`config.mk`:
```
export PLATFORM = sky130hd
export DESIGN_NAME = fetch_prefetch_unit
export DESIGN_NICKNAME = d
export VERILOG_FILES = /design/src/rtl/fetch_prefetch_unit_pkg.sv /design/src/rtl/fetch_prefetch_unit_queue.sv /design/src/rtl/fetch_prefetch_unit.sv
export SDC_FILE = /design/constraint.sdc
export NUM_CORES = 1
export LEC_CHECK = 0
export ABC_AREA = 1
export BUFFER_PORTS_ARGS = -buffer_cell sky130_fd_sc_hd__buf_4
export CORE_MARGIN = 8
export CORE_UTILIZATION = 45
export DETAILED_ROUTE_END_ITERATION = 7
export PLACE_DENSITY = 0.73
export SYNTH_ARGS = -nofsm -noshare
export SYNTH_HDL_FRONTEND = slang
export SYNTH_SLANG_ARGS = --single-unit
```
`constraint.sdc`:
```
create_clock -name clk -period 2.4 [get_ports clk]
set_input_delay 0.48 -clock clk [delete_from_list [all_inputs] [get_ports clk]]
set_output_delay 0.48 -clock clk [all_outputs]
set_load 0.01 [all_outputs]
```
`src/rtl/fetch_prefetch_unit_pkg.sv`:
```
// fetch_prefetch_unit_pkg: fetch FSM states and instruction field positions shared with decode
package fetch_prefetch_unit_pkg;

    typedef enum logic [1:0] {
        S_IDLE  = 2'd0,
        S_FETCH = 2'd1,
        S_FLUSH = 2'd2
    } state_t;

    localparam int OP_MSB  = 15;
    localparam int OP_LSB  = 12;
    localparam int RS2_MSB = 11;
    localparam int RS2_LSB = 8;
    localparam int RS1_MSB = 7;
    localparam int RS1_LSB = 4;
    localparam int RD_MSB  = 3;
    localparam int RD_LSB  = 0;

endpackage

```
`src/rtl/fetch_prefetch_unit_queue.sv`:
```
// fetch_prefetch_unit_queue: circular FIFO with clear and count; output holds the last head when empty
module fetch_prefetch_unit_queue #(
    parameter int DEPTH = 4,
    parameter int W     = 21
) (
    input  logic                   clk,
    input  logic                   rst,
    input  logic                   clear,
    input  logic                   push,
    input  logic                   pop,
    input  logic [W-1:0]           din,
    output logic [W-1:0]           dout,
    output logic                   valid,
    output logic [$clog2(DEPTH):0] count
);

    localparam int PW = $clog2(DEPTH);

    logic [W-1:0]  mem [DEPTH];
    logic [W-1:0]  last;
    logic [PW-1:0] wr_ptr;
    logic [PW-1:0] rd_ptr;
    logic          do_push;
    logic          do_pop;

    assign valid   = count != '0;
    assign do_pop  = pop && valid;
    assign do_push = push && (count != (PW+1)'(DEPTH) || do_pop);
    assign dout    = valid ? mem[rd_ptr] : last;

    always_ff @(posedge clk) begin
        if (do_push) mem[wr_ptr] <= din;
    end

    always_ff @(posedge clk or posedge rst) begin
        if (rst) begin
            wr_ptr <= '0;
            rd_ptr <= '0;
            count  <= '0;
            last   <= '0;
        end else begin
            if (valid) last <= dout;
            if (clear) begin
                wr_ptr <= '0;
                rd_ptr <= '0;
                count  <= '0;
            end else begin
                wr_ptr <= wr_ptr + PW'(do_push);
                rd_ptr <= rd_ptr + PW'(do_pop);
                count  <= count + (PW+1)'(do_push) - (PW+1)'(do_pop);
            end
        end
    end

endmodule

```
`src/rtl/fetch_prefetch_unit.sv`:
```
// fetch_prefetch_unit: PC, fetch FSM and credit-checked instruction memory reads feeding a prefetch queue
module fetch_prefetch_unit
    import fetch_prefetch_unit_pkg::*;
#(
    parameter int ADDR_W  = 5,
    parameter int MEM_W   = 32,
    parameter int INSTR_W = 16,
    parameter int DEPTH   = 4,
    parameter logic [ADDR_W-1:0] RESET_PC = '0
) (
    input  logic                     clk,
    input  logic                     rst,
    input  logic                     fetch_en,
    output logic [ADDR_W-1:0]        imem_addr,
    output logic                     imem_rd,
    input  logic [MEM_W-1:0]         imem_rdata,
    input  logic                     redirect,
    input  logic [ADDR_W-1:0]        redirect_pc,
    output logic                     instr_valid,
    input  logic                     instr_ready,
    output logic [INSTR_W-1:0]       instr,
    output logic [ADDR_W-1:0]        instr_pc,
    output logic [$clog2(DEPTH):0]   q_count
);

    localparam int CW = $clog2(DEPTH) + 1;

    state_t              state, state_n;
    logic [ADDR_W-1:0]   pc;
    logic [ADDR_W-1:0]   req_pc;
    logic                inflight;
    logic                issue;
    logic                push;
    logic                pop;
    logic                unused_rdata;

    // the inflight response holds a credit so a push never meets a full queue
    always_comb begin
        state_n = redirect ? S_FLUSH : fetch_en ? S_FETCH : S_IDLE;
        issue   = state == S_FETCH && !redirect && (q_count + CW'(inflight) < CW'(DEPTH));
    end

    assign imem_rd      = issue;
    assign imem_addr    = pc;
    assign push         = inflight && !redirect;
    assign pop          = instr_valid && instr_ready && !redirect;
    assign unused_rdata = ^imem_rdata;

    always_ff @(posedge clk or posedge rst) begin
        if (rst) begin
            state    <= S_IDLE;
            pc       <= RESET_PC;
            req_pc   <= RESET_PC;
            inflight <= 1'b0;
        end else begin
            state    <= state_n;
            inflight <= issue;
            if (issue) req_pc <= pc;
            pc <= redirect ? redirect_pc : issue ? pc + ADDR_W'(1) : pc;
        end
    end

    fetch_prefetch_unit_queue #(
        .DEPTH(DEPTH),
        .W    (ADDR_W + INSTR_W)
    ) u_queue (
        .clk  (clk),
        .rst  (rst),
        .clear(redirect),
        .push (push),
        .pop  (pop),
        .din  ({req_pc, imem_rdata[INSTR_W-1:0]}),
        .dout ({instr_pc, instr}),
        .valid(instr_valid),
        .count(q_count)
    );

endmodule

```
# After elaboration in Yosys (flattened, before gate mapping)
# Memory sizes are Yosys's and may differ from the RTL's.
# Cells that the tools add are included.
# word_totals
regBits	41
latchBits	0
ramBits	84
romBits	0
inputBits	42
output_inout_bits	31
word_cells	39
n_memories	1
# op_classes
addsub	6
mul	0
div_mod_pow	0
order_cmp	1
eq_ne	2
shifts	0
n_mux	10
bitwise	0
n_reduce_logical	11
# mem_list
memory	words	word_bits	read_ports	rd_ports_with_merged_regs	wr	line_no	text
u_queue.mem	4	21	1	0	1	fetch_prefetch_unit_queue.sv:19	logic [W-1:0] mem [DEPTH];
# op_table
op	count
$mux W21	1
$mux W5	2
$logic_and A1 B1 Y1	7
$add A3 B1 Y3	2
$mux W2	3
$add A5 B1 Y5 const B	1
$add A2 B1 Y2	2
$lt A3 B3 Y1 const B	1
$mux W1	3
$mux W3	1
$ne A3 B3 Y1 const B	1
$reduce_bool A3 Y1	1
$sub A3 B1 Y3	1
$eq A2 B1 Y1 const B	1
$reduce_bool A2 Y1	1
$logic_not A1 Y1	1
$logic_or A1 B1 Y1	1

# Logic depth before layout (Yosys ltp)
# Gate-level depths: netlist (run 1).
# depth
depth_word	9
mapped_depth	12
mapped_depth_nobuf	11

# By module
# Synthesis (run 1) repeated with hierarchy kept, for this count alone.
# unflattened
hier_cells	569
area_unflattened_um2	5490.3
# by_module_without_submodules
mod	instances	cells_per_inst	area_per_inst_um2	seq_area_each_um2
fetch_prefetch_unit_queue	1	484	4813.4	3223.1
fetch_prefetch_unit	1	85	676.9	325.3

# Worst setup path before layout (run 1)
# Ideal clock, no wire load.
# synth_path
kind	register to register
start	register u_queue.count[1]
end	memory u_queue.mem[1][0] (enable)
setup_ns	0.399
arrival_time_ns	1.835
required_ns	2.001
path_slack_ns	0.167
path_stages_with_launch	7
n_path_buf	0
period_less_slack_ns	2.233
path_cell_list	dfrtp_1 inv_2 nand2_1 nor3_1 nor2_1 nand2_1 nor2_1
# synth_between
elab_chain_cells	8
elab_cells_between_ends	9
classes_between	eq/ne: 1; mux: 2; reduce/logical: 6
# synth_rtl
element	line_no	text
start, declared	fetch_prefetch_unit_queue.sv:14	output logic [$clog2(DEPTH):0] count
start signal, assigned	fetch_prefetch_unit_queue.sv:50	count <= count + (PW+1)'(do_push) - (PW+1)'(do_pop);
$reduce_bool A3 Y1	fetch_prefetch_unit_queue.sv:26	assign valid = count != '0;
$logic_and A1 B1 Y1 (2 in a row)	fetch_prefetch_unit.sv:46	assign pop = instr_valid && instr_ready && !redirect;
$logic_and A1 B1 Y1	fetch_prefetch_unit_queue.sv:27	assign do_pop = pop && valid;
$logic_or A1 B1 Y1 *	fetch_prefetch_unit_queue.sv:28	assign do_push = push && (count != (PW+1)'(DEPTH) || do_pop);
$logic_and A1 B1 Y1 *	fetch_prefetch_unit_queue.sv:28	
$mux W1 *	fetch_prefetch_unit_queue.sv:32	if (do_push) mem[wr_ptr] <= din;
$mux W1 (implied by the code) *	fetch_prefetch_unit_queue.sv:32	
end, declared	fetch_prefetch_unit_queue.sv:19	
# Every way passes the cells marked *; elsewhere a longest branch is shown, timed or not.

# Final worst setup path (run 1)
# layout_path
start	register u_queue.rd_ptr[0]
end	output instr_pc[2]
# layout_between
elab_chain_cells	2
# layout_rtl
element	line_no	text
start, declared	fetch_prefetch_unit_queue.sv:22	logic [PW-1:0] rd_ptr;
start signal, assigned	fetch_prefetch_unit_queue.sv:49	rd_ptr <= rd_ptr + PW'(do_pop);
$mem_v2 Z4 W21	-	
$mux W21	fetch_prefetch_unit_queue.sv:29	assign dout = valid ? mem[rd_ptr] : last;
end, declared	fetch_prefetch_unit.sv:22	output logic [ADDR_W-1:0] instr_pc,
# Every way passes these cells.

==> results.ini, run 1 <==
[grt]
grt_max_degree=43
busiest_layer=met2
antenna_found_initial=0
grt_usage_pct=15.2
use_met3_pct=4.84
grt_pass1_wl_um=17500
grt_pass1_vias=3528
grt_use_met2_pct=25.0
overflow=0
grt_util_met1_pct=18.1

[yosys]
synth_ff_type=edfxtp_1
synthArstFlopShare_pct=32.8
ys_seq_area_share_pct=68.7
ys_seq_elements=125
avgSynthCellArea_um2=11.1
yosys.cell_count.top_type=nor2_1
synth.distinct_cells=22
synthTopCellsByArea=edfxtp_1 (49%), dfrtp_1 (20%), nor2_1 (9.2%)
synth_edf_count=84
yosysWarnings=0
yosysTopAreaCellShare_pct=48.9
synth_cells=466
syn-num-nets=514
syn_area_um2=5160
synth_top_area_cell=edfxtp_1
synth_commonest_cells=nor2_1 (126), edfxtp_1 (84), nand2_1 (51), a21oi_1 (43), dfrtp_1 (41)

[final_layout]
diodes=0
fill_cells=933
multi_input_area_um2=1370
drive_gt1_share_pct=22.1
nets=579
seq_area_um2=3550
fin_cells=687
syn_to_final_growth_pct=24.3
fin_area_um2=6420

[cts]
insertion_delay_ns=0.41
htreeDepth=4
post_cts_buffers=0
clkTransAtPathRegs_ns=0.06
cts_tree=built
cts.sinks=125
cts_root_buffer=clkbuf_16
cts_buffer_depth=2
numCtsBuffers=17

[timing]
fin_crit_sh_pct=95.8
hold_violations=0
tns_ns=0
min_period_ns=2.30
setup_viol=0
rsz0062_at_grt=false
clock_skew_ns=0.00702
drv_slew=0
worst_pin_slew_ns=0.969
max_slew_margin_pct=35.3
fmax_mhz=435

[route]
vias=3425
drcViolationCount=0
ant_nets=0
vias_per_cell=4.99
drtIter0Drc=287
wl_per_cell_um=15.5
wl_um=10600
dr.pass1.iters=4

[critical_path]
critPathRequiredTime_ns=1.92
criticalPathCategory=reg2out
cp.arrival_ns=1.82
worstRegToRegCells=11
start_kind=register
crit_path_max_fanout=42
reg2reg_setup_slack_ns=0.30
crit_path_end_kind=output port

[floorplanning]
placementRows=39
start_util_pct=45.6
io_pins=73
die_w_um=123
coreArea_um2=11300
die_area_um2=15200
fp.dieH_um=123

[placed_design]
dp.cells=655
port_buffers=56
dp_hpwl_um=6300
placed_cell_area_um2=5750
gp_congestion=0.818

[run]
maxCapViolCount=0

[hold_path]
whs_path_depth=1
hp-class=in2reg

[power_and_ir_drop]
ir_worst_vdd_mv=0.898
p_leak_uw=0.00264
powerDensity_nw_per_um2=1200

[outcome]
status=finished, final reports clean

[stage by stage]
stage	hold WS [ns]	utilization (%)	setup slack, ns	power [µW]
floorplan	0.444	-	0.167	4090
global placement	0.460	50.8	0.213	4880
detailed placement	0.470	50.8	0.140	4960
CTS	0.249	56.6	0.0288	7760
global route	0.254	56.7	0.00198	8150
finish	0.269	56.7	0.100	7700
[flip-flops by register name (all words and copies together), names as in the netlist, 2 cells and up]
signal / cells
imem_addr: 5
req_pc: 5
state: 2
u_queue.count: 3
u_queue.last: 21
u_queue.mem: 84
u_queue.rd_ptr: 2
u_queue.wr_ptr: 2
[per-layer routing]
metal  routed length [µm]  vias to the layer above
met5                    0                        -
met4                   36                        0
met3                  806                        2
met2                 5470                       99
met1                 4310                     1611
li1                     -                     1713
[report_power, final]
part / total (µW) / leakage [µW] / internal, µW / switching [µW]
combinational: 2210 / 0.00108 / 938 / 1270
clock: 2750 / 0.000313 / 1840 / 907
sequential: 2740 / 0.00125 / 2600 / 149
[timing repair]
action / 4_1_cts / 5_1_grt
hold buffers: 0 / 0
gates resized for setup: 3 / 4
gates cloned: 0 / 0
setup endpoints to repair: 7 / 5
[path summary, 6_finish.rpt]
path                                    from           endpoint
min in group asynchronous                rst       imem_addr[1]
min reg2reg                 u_queue.last[15]   u_queue.last[15]
max in group asynchronous                rst  u_queue.rd_ptr[0]
min                            imem_rdata[0]  u_queue.mem[3][0]
max                        u_queue.rd_ptr[0]        instr_pc[2]
max reg2reg                 u_queue.count[1]   u_queue.count[2]
[critical path, cell delays in order, from the launching register on]
cell and delay, ns:
dfrtp_2 0.46, inv_6 0.28, nor2_1 0.08, nor2_1 0.15, nor2_2 0.06, a21oi_1 0.21, buf_4 0.17
[logic make-up after synthesis]
| family | after synthesis | share of synthesized area, % |
|---|---|---|
| and+or+nand+nor | 202 | 15.7 |
| xor gates and xnor gates | 2 | 0.339 |
| AOI/OAI and AO/OA | 89 | 8.63 |
| buffers and inverters | 42 | 4.97 |
| adders and majority gates | 6 | 1.60 |
| DFF | 125 | 68.7 |
[layout by cell type, fill, tap and decap left out]
cell type / n
clkinv_2: 2
ha_1: 5
nor2_1: 122
inv_2: 5
a21oi_1: 42
clkinv_4: 3
bufinv_16: 5
nand4_1: 2
clkinv_1: 2
nand2_1: 51
buf_4: 60
a21oi_2: 1
nand3_1: 12
xnor2_1: 2
inv_6: 3
edfxtp_1: 84
nand3_2: 2
dfrtp_2: 1
clkinvlp_4: 1
clkbuf_16: 17
o21ai_0: 6
buf_6: 2
fa_1: 1
inv_1: 14
nor3_1: 1
o21ai_1: 40
dfrtp_1: 40
nor2_2: 12
buf_12: 6
[layout make-up]
class | instances | share of cell area [%]
Clock buffer | 17 | 6.63
Clock inverter | 15 | 3.41
Inverter | 20 | 1.25
Multi-Input combinational cell | 299 | 21.4
Sequential cell | 125 | 55.3
Tap cell | 143 | 2.79
Timing Repair Buffer | 68 | 9.24
No activity file was read; power rests on OpenSTA's default activity.
==> run 2, diff against run 1 <==
--- a/config.mk
+++ b/config.mk
@@ -13,4 +13,5 @@
 export PLACE_DENSITY = 0.73
 export SYNTH_ARGS = -nofsm -noshare
 export SYNTH_HDL_FRONTEND = slang
+export SYNTH_HIERARCHICAL = 1
 export SYNTH_SLANG_ARGS = --single-unit
==> run 2 against run 1 <==
  * First-iteration DRC count shrank 5.2%
  * Cell count grew 17%
  * Cell area grew 4.6%
  * Clock power shrank 11%
  * Maximum frequency grew 3.0%
  * Synthesized area grew 6.3%
  * Clock skew grew 0.0034 ns
  * Register-to-register slack lost 0.05 ns
  * Die area grew 5.5%
  * Flip-flop and latch count is the same
==> results.ini, run 2 <==
[outcome]
status=finished, final reports clean

[yosys]
ys_seq_elements=125
synth_commonest_cells=nand2_1 (227), inv_1 (101), edfxtp_1 (84), nand3_1 (54), dfrtp_1 (41)
synth_cells=569
yosysWarnings=6
synth.distinct_cells=23
synth_top_family_by_area=simple AND/OR/NAND/NOR gates
ys_seq_area_share_pct=64.6
synth_top_area_cell=edfxtp_1
yosysTopAreaCellShare_pct=45.9
syn_area_um2=5490
synth_compound_area_share_pct=0.684
synthSimpleGateAreaFrac_pct=22.6
syn-num-nets=617
avgSynthCellArea_um2=9.65
synth_edf_count=84
synth_xor_area_share_pct=0.319
synthTopCellsByArea=edfxtp_1 (46%), dfrtp_1 (19%), nand2_1 (16%)
synthArstFlopShare_pct=32.8
synth_adder_area_share_pct=1.50
yosys.cell_count.top_type=nand2_1
synth.area.mux_share_pct=0
synth_ff_type=edfxtp_1

[grt]
antenna_found_initial=0
overflow=0
grt_usage_pct=14.7
grt_pass1_vias=3940
grt_pass1_wl_um=18200
grt_max_degree=43

[route]
drcViolationCount=0
wl_per_cell_um=14.0
ant_nets=0
dr.pass1.iters=6
vias=3880
wl_um=11300
drtIter0Drc=272
vias_per_cell=4.83

[critical_path]
crit_path_max_fanout=21
cp_cell_sequence=nor2_2, nand2_2, inv_2, buf_4, nand2_1, nand2_1, buf_4
critPathTopFamily=buffers and inverters
criticalPathCategory=reg2out
cp.arrival_ns=1.75
start_kind=register
crit_path_end_kind=output port
max_stage_delay_ns=0.45
crit_buf_inv=3
critPathRequiredTime_ns=1.92
cp_slowest_cell=dfrtp_1

[cts]
postCtsHoldBufs=0
cts_tree=built
cts_buffer_depth=2
cts-resized-gates=0
cts_root_buffer=clkbuf_16
clkTransAtPathRegs_ns=0.06
htreeDepth=4
numCtsBuffers=17
insertion_delay_ns=0.41
cts.sinks=125
post_cts_buffers=0

[hold_path]
hp-class=in2async

[timing]
fmax_mhz=448
min_period_ns=2.23
max_slew_margin_pct=68.3
drv_slew=0
fin_crit_sh_pct=93.0
clock_skew_ns=0.0104
setup_viol=0
layout_setup_ws_ns=0.168
worst_pin_slew_ns=0.475
rsz0062_at_grt=false
whs_ns=0.0991
hold_violations=0

[power_and_ir_drop]
ir_worst_vdd_mv=0.665
powerDensity_nw_per_um2=848
switching_share_pct=23.1
clock_power_share_pct=43.1
pwr-share-seq_pct=45.3
p_leak_uw=0.00334
p_sw_uw=1310
combPwrFrac_pct=11.6
p_int_uw=4380
power.total_uw=5690

[final_layout]
fill_cells=994
multi_input_area_um2=1420
final_cell_mix=nand2_1 (227), inv_1 (101), edfxtp_1 (84)
largest_reg_flops=84
seq_area_um2=3550
syn_to_final_growth_pct=22.2
post-route-util_pct=56.1
fin_area_um2=6710
top_regs=u_queue/mem: 84 flops, u_queue/last: 21 flops
regMostFlops=u_queue/mem
mostFrequentLayoutCell=nand2_1
diodes=0
nets=691
drive_gt1_share_pct=17.8

[floorplanning]
io_pins=73
placementRows=40
start_util_pct=45.9
fp.dieH_um=126
coreArea_um2=12000
die_area_um2=16000
die_w_um=126

[placed_design]
port_buffers=56
placed_cell_area_um2=6130
pre_cts_slack_ns=0.232
dp_hpwl_um=7220
gp_congestion=0.821

[run]
maxCapViolCount=0

## run 2: changes by cell type after synthesis, sizes merged, moves of 3 or more
cell and delta:
o21ai -41, nor3 +3, a21oi -42, inv +84, nand3 +41, nand2 +177, nor2 -119
## run 2: final timing paths
check / from / end / slack (ns) / cells past startpoint
setup reg to reg: u_queue/count[2] / u_queue/count[2] / 0.25 / 15
setup / recovery: u_queue/count[2] / instr[7] / 0.17 / 7
hold reg to reg: u_queue/last[19] / u_queue/last[19] / 0.47 / 2
min in group clk: imem_rdata[10] / u_queue/mem[3][10] / 0.27 / 1
hold / removal: rst / req_pc[3] / 0.1 / 2
max in group asynchronous: rst / u_queue/last[4] / 1.92 / 3
## run 2: metal layers
| metal | wire length (µm) | vias up | track usage, % |
|---|---|---|---|
| li1 | - | 1911 | - |
| met1 | 4500 | 1851 | 15.2 |
| met2 | 5850 | 103 | 25.7 |
| met3 | 689 | 15 | 4.86 |
| met4 | 225 | 0 | 8.49 |
| met5 | 0 | - | 0 |
## run 2: cell type report
| type | instances | area share, % |
|---|---|---|
| Inverter | 105 | 6.12 |
| Clock inverter | 9 | 1.23 |
| Sequential cell | 125 | 52.9 |
| Clock buffer | 23 | 7.46 |
| Multi-Input combinational cell | 319 | 21.2 |
| Timing Repair Buffer | 75 | 8.39 |
| Tap cell | 147 | 2.74 |
## run 2: logic make-up after synthesis
logic type                 count (synthesis)
AOI/OAI and AO/OA                          6
adders and majority gates                  6
xor gates and xnor gates                   2
DFF                                      125
buffers and inverters                    125
and+or+nand+nor                          305
## run 2: per-stage QoR
| step | std cells | setup TNS (ns) |
|---|---|---|
| after floorplan | 569 | -13.96 |
| after global routing | 803 | 0 |
| after CTS | 803 | 0 |
| after detailed placement | 771 | 0 |
| after global placement | 771 | 0 |
| final | 803 | 0 |
## run 2: power by group through the flow
stage	Combinational [µW]	Clock, µW	Sequential [µW]
after floorplan	356	0	2590
after global placement	657	0	2610
after detailed placement	675	0	2620
after CTS	678	2500	2580
after global routing	751	2600	2590
final	659	2450	2580
==> run 3, diff against run 2 <==
--- a/config.mk
+++ b/config.mk
@@ -5,7 +5,6 @@
 export SDC_FILE = /design/constraint.sdc
 export NUM_CORES = 1
 export LEC_CHECK = 0
-export ABC_AREA = 1
 export BUFFER_PORTS_ARGS = -buffer_cell sky130_fd_sc_hd__buf_4
 export CORE_MARGIN = 8
 export CORE_UTILIZATION = 45
@@ -13,5 +12,4 @@
 export PLACE_DENSITY = 0.73
 export SYNTH_ARGS = -nofsm -noshare
 export SYNTH_HDL_FRONTEND = slang
-export SYNTH_HIERARCHICAL = 1
 export SYNTH_SLANG_ARGS = --single-unit
==> run 3 against run 2 <==
  * The run now ends with negative setup slack left
  * Core utilization up 3.3 points
  * Flip-flop and latch count unchanged
  * Critical path depth shrank 3
  * Clock-buffer cell count down 6
  * Global-route usage decreased by 0.89 points
  * Clock power down 5%
  * Non-clock buffer count unchanged
  * Worst setup slack got worse by 0.32 ns
  * Critical endpoint is now instr_pc[2]
  * Largest cell class unchanged
  * Largest power group unchanged
==> results.ini, run 3 <==
[critical_path]
crit_buf_inv=2
cp_slowest_cell=mux4_2
critPathRequiredTime_ns=1.92
critPathTopFamily=multiplexers
max_stage_delay_ns=0.52
criticalPathCategory=reg2out
cp.arrival_ns=2.08
start_kind=register
reg2reg_setup_slack_ns=0.23
crit_path_end_kind=output port
path_depth=4
worstRegToRegCells=10
crit_path_max_fanout=13
cp_cell_sequence=buf_12, mux4_2, mux2_4, buf_6

[cts]
cts_tree=built
numCtsBuffers=17
clkTransAtPathRegs_ns=0.06
cts_root_buffer=clkbuf_8
insertion_delay_ns=0.52
cts.sinks=125
cts_buffer_depth=2
htreeDepth=4

[placed_design]
gp_congestion=0.676
placed_cell_area_um2=5740
dp_hpwl_um=5800
port_buffers=56

[power_and_ir_drop]
powerDensity_nw_per_um2=1180
switching_share_pct=27.4
p_leak_uw=0.00251
combPwrFrac_pct=32.9
p_sw_uw=2090
ir_worst_vdd_mv=0.746
clock_power_share_pct=30.5
p_int_uw=5530
pwr-share-seq_pct=36.6

[timing]
layout_setup_ws_ns=-0.157
whs_ns=0.167
fmax_mhz=391
clock_skew_ns=0.0127
setup_viol=21
rsz0062_at_grt=true
hold_violations=0
fin_crit_sh_pct=107
worst_pin_slew_ns=0.358
max_slew_margin_pct=75.8
min_period_ns=2.56
drv_slew=0

[final_layout]
final_cell_mix=edfxtp_1 (84), buf_4 (57), dfrtp_1 (37)
syn_to_final_growth_pct=28.3
post-route-util_pct=59.4
drive_gt1_share_pct=49.5
regMostFlops=u_queue.mem
nets=401
multi_input_area_um2=1480
fin_area_um2=6460
diodes=0
fill_cells=807
seq_area_um2=3550
mostFrequentLayoutCell=edfxtp_1
largest_reg_flops=84
top_regs=u_queue.mem: 84 flops, u_queue.last: 21 flops

[outcome]
violations=negative setup slack
status=finished with violations

[yosys]
ys_seq_elements=125
avgSynthCellArea_um2=18.7
synthArstFlopShare_pct=32.8
synth_cells=270
yosysTopAreaCellShare_pct=50.1
ys_seq_area_share_pct=70.4
synthTopCellsByArea=edfxtp_1 (50%), dfrtp_1 (20%), mux2_2 (9.4%)
syn_area_um2=5040
synth.area.mux_share_pct=19.2
yosys.cell_count.top_type=edfxtp_1
synth_edf_count=84
synth_top_family_by_area=multiplexers
syn-num-nets=318
synth.distinct_cells=38
synth_xor_area_share_pct=0.695
synth_compound_area_share_pct=1.24
synth_top_area_cell=edfxtp_1
synthSimpleGateAreaFrac_pct=5.21
synth_commonest_cells=edfxtp_1 (84), mux2_2 (42), dfrtp_1 (41), mux4_2 (21), nand2_1 (18)
synth_adder_area_share_pct=1.64
synth_ff_type=edfxtp_1
yosysWarnings=0

[route]
drtIter0Drc=115
dr.pass1.iters=4
ant_nets=0
wl_um=9410
wl_per_cell_um=18.6
drcViolationCount=0
vias=2619
vias_per_cell=5.18

[run]
maxCapViolCount=0

[hold_path]
hp-class=in2reg
whs_path_depth=1

[grt]
antenna_found_initial=0
grt_pass1_vias=2928
grt_usage_pct=13.8
overflow=0
grt_pass1_wl_um=15200
grt_max_degree=24

[floorplanning]
io_pins=73
die_w_um=122
coreArea_um2=10900
fp.dieH_um=122
placementRows=38
start_util_pct=46.3
die_area_um2=14800

[run 3: cell count changes after synthesis, sizes merged, moves of 4 or more]
cell / before / now
nor2: 15 / 5
inv: 104 / 6
o21ai: 5 / 1
mux2: 0 / 42
nand2: 228 / 18
nor3b: 0 / 5
mux4: 0 / 21
nand3: 55 / 1
buf: 20 / 9
nor2b: 0 / 6
[run 3: what timing repair did]
item / CTS / global route
setup endpoints to repair: 22 / 23
pin swaps: 1 / 0
hold buffers: 1 / 0
hold endpoints to repair: 12 / 0
setup buffers: 1 / 2
cloned: 1 / 0
resized for setup: 7 / 24
[run 3: kinds of logic (layout without fill, tap and decap cells)]
| logic type | after synthesis | after routing |
|---|---|---|
| xor+xnor | 4 | 4 |
| flops | 125 | 125 |
| fa+ha+maj | 6 | 6 |
| simple gates | 46 | 46 |
| compound gates | 8 | 8 |
| mux | 64 | 64 |
| buf+inv | 17 | 113 |
[run 3: power groups by stage]
stage	logic (µW)	clock network, µW	registers (µW)
final	2500	2330	2790
after global routing	2670	2480	2830
after CTS	2350	2370	2780
after detailed placement	2100	0	2820
after global placement	2070	0	2790
after floorplan	1310	0	2770
[run 3: through the flow]
| step | total power (µW) | setup TNS [ns] | worst slack (ns) | instances |
|---|---|---|---|---|
| 3_5_place_dp | 4920 | 0 | 0.185 | 469 |
| 5_1_grt | 7980 | -4.16 | -0.227 | 506 |
| 3_3_place_gp | 4860 | 0 | 0.193 | 469 |
| 6_report | 7620 | -2.55 | -0.157 | 506 |
| 2_1_floorplan | 4080 | 0 | 0.0208 | 270 |
| 4_1_cts | 7500 | -4.09 | -0.219 | 504 |
[run 3: path summary, 6_finish.rpt]
path | end | startpoint
setup / recovery | instr_pc[2] | u_queue.rd_ptr[0]
hold / removal | u_queue.mem[0][7] | imem_rdata[7]
setup reg to reg | u_queue.count[2] | u_queue.count[2]
hold reg to reg | u_queue.last[7] | u_queue.last[7]
max in group asynchronous | u_queue.rd_ptr[0] | rst
min in group asynchronous | u_queue.last[3] | rst
[run 3: final cells by class]
cell class,instances,share of cell area (%)
clock inverters,15,2.11
clock buffers,17,6.41
inverters,6,0.348
multi-input cells,128,22.8
repair buffers,75,10.6
well taps,140,2.71
flip-flops and latches,125,55.0
[run 3: layer usage]
metal	GRT usage [%]	vias to the layer above	part of all wire, %
li1	-	1216	-
met5	0	-	0
met2	23.1	69	52
met4	6.32	0	0.99
met1	16.0	1325	42
met3	4.35	9	4.7
[run 3: worst register-to-register path: stages, from the launching register on]
cell     delay (ns)
dfrtp_2        0.45
nor3_4         0.08
buf_4          0.15
nor3b_1        0.27
ha_1           0.29
inv_1          0.06
ha_1           0.13
inv_1          0.05
fa_1           0.37
xnor2_1        0.16
nor2_1         0.05
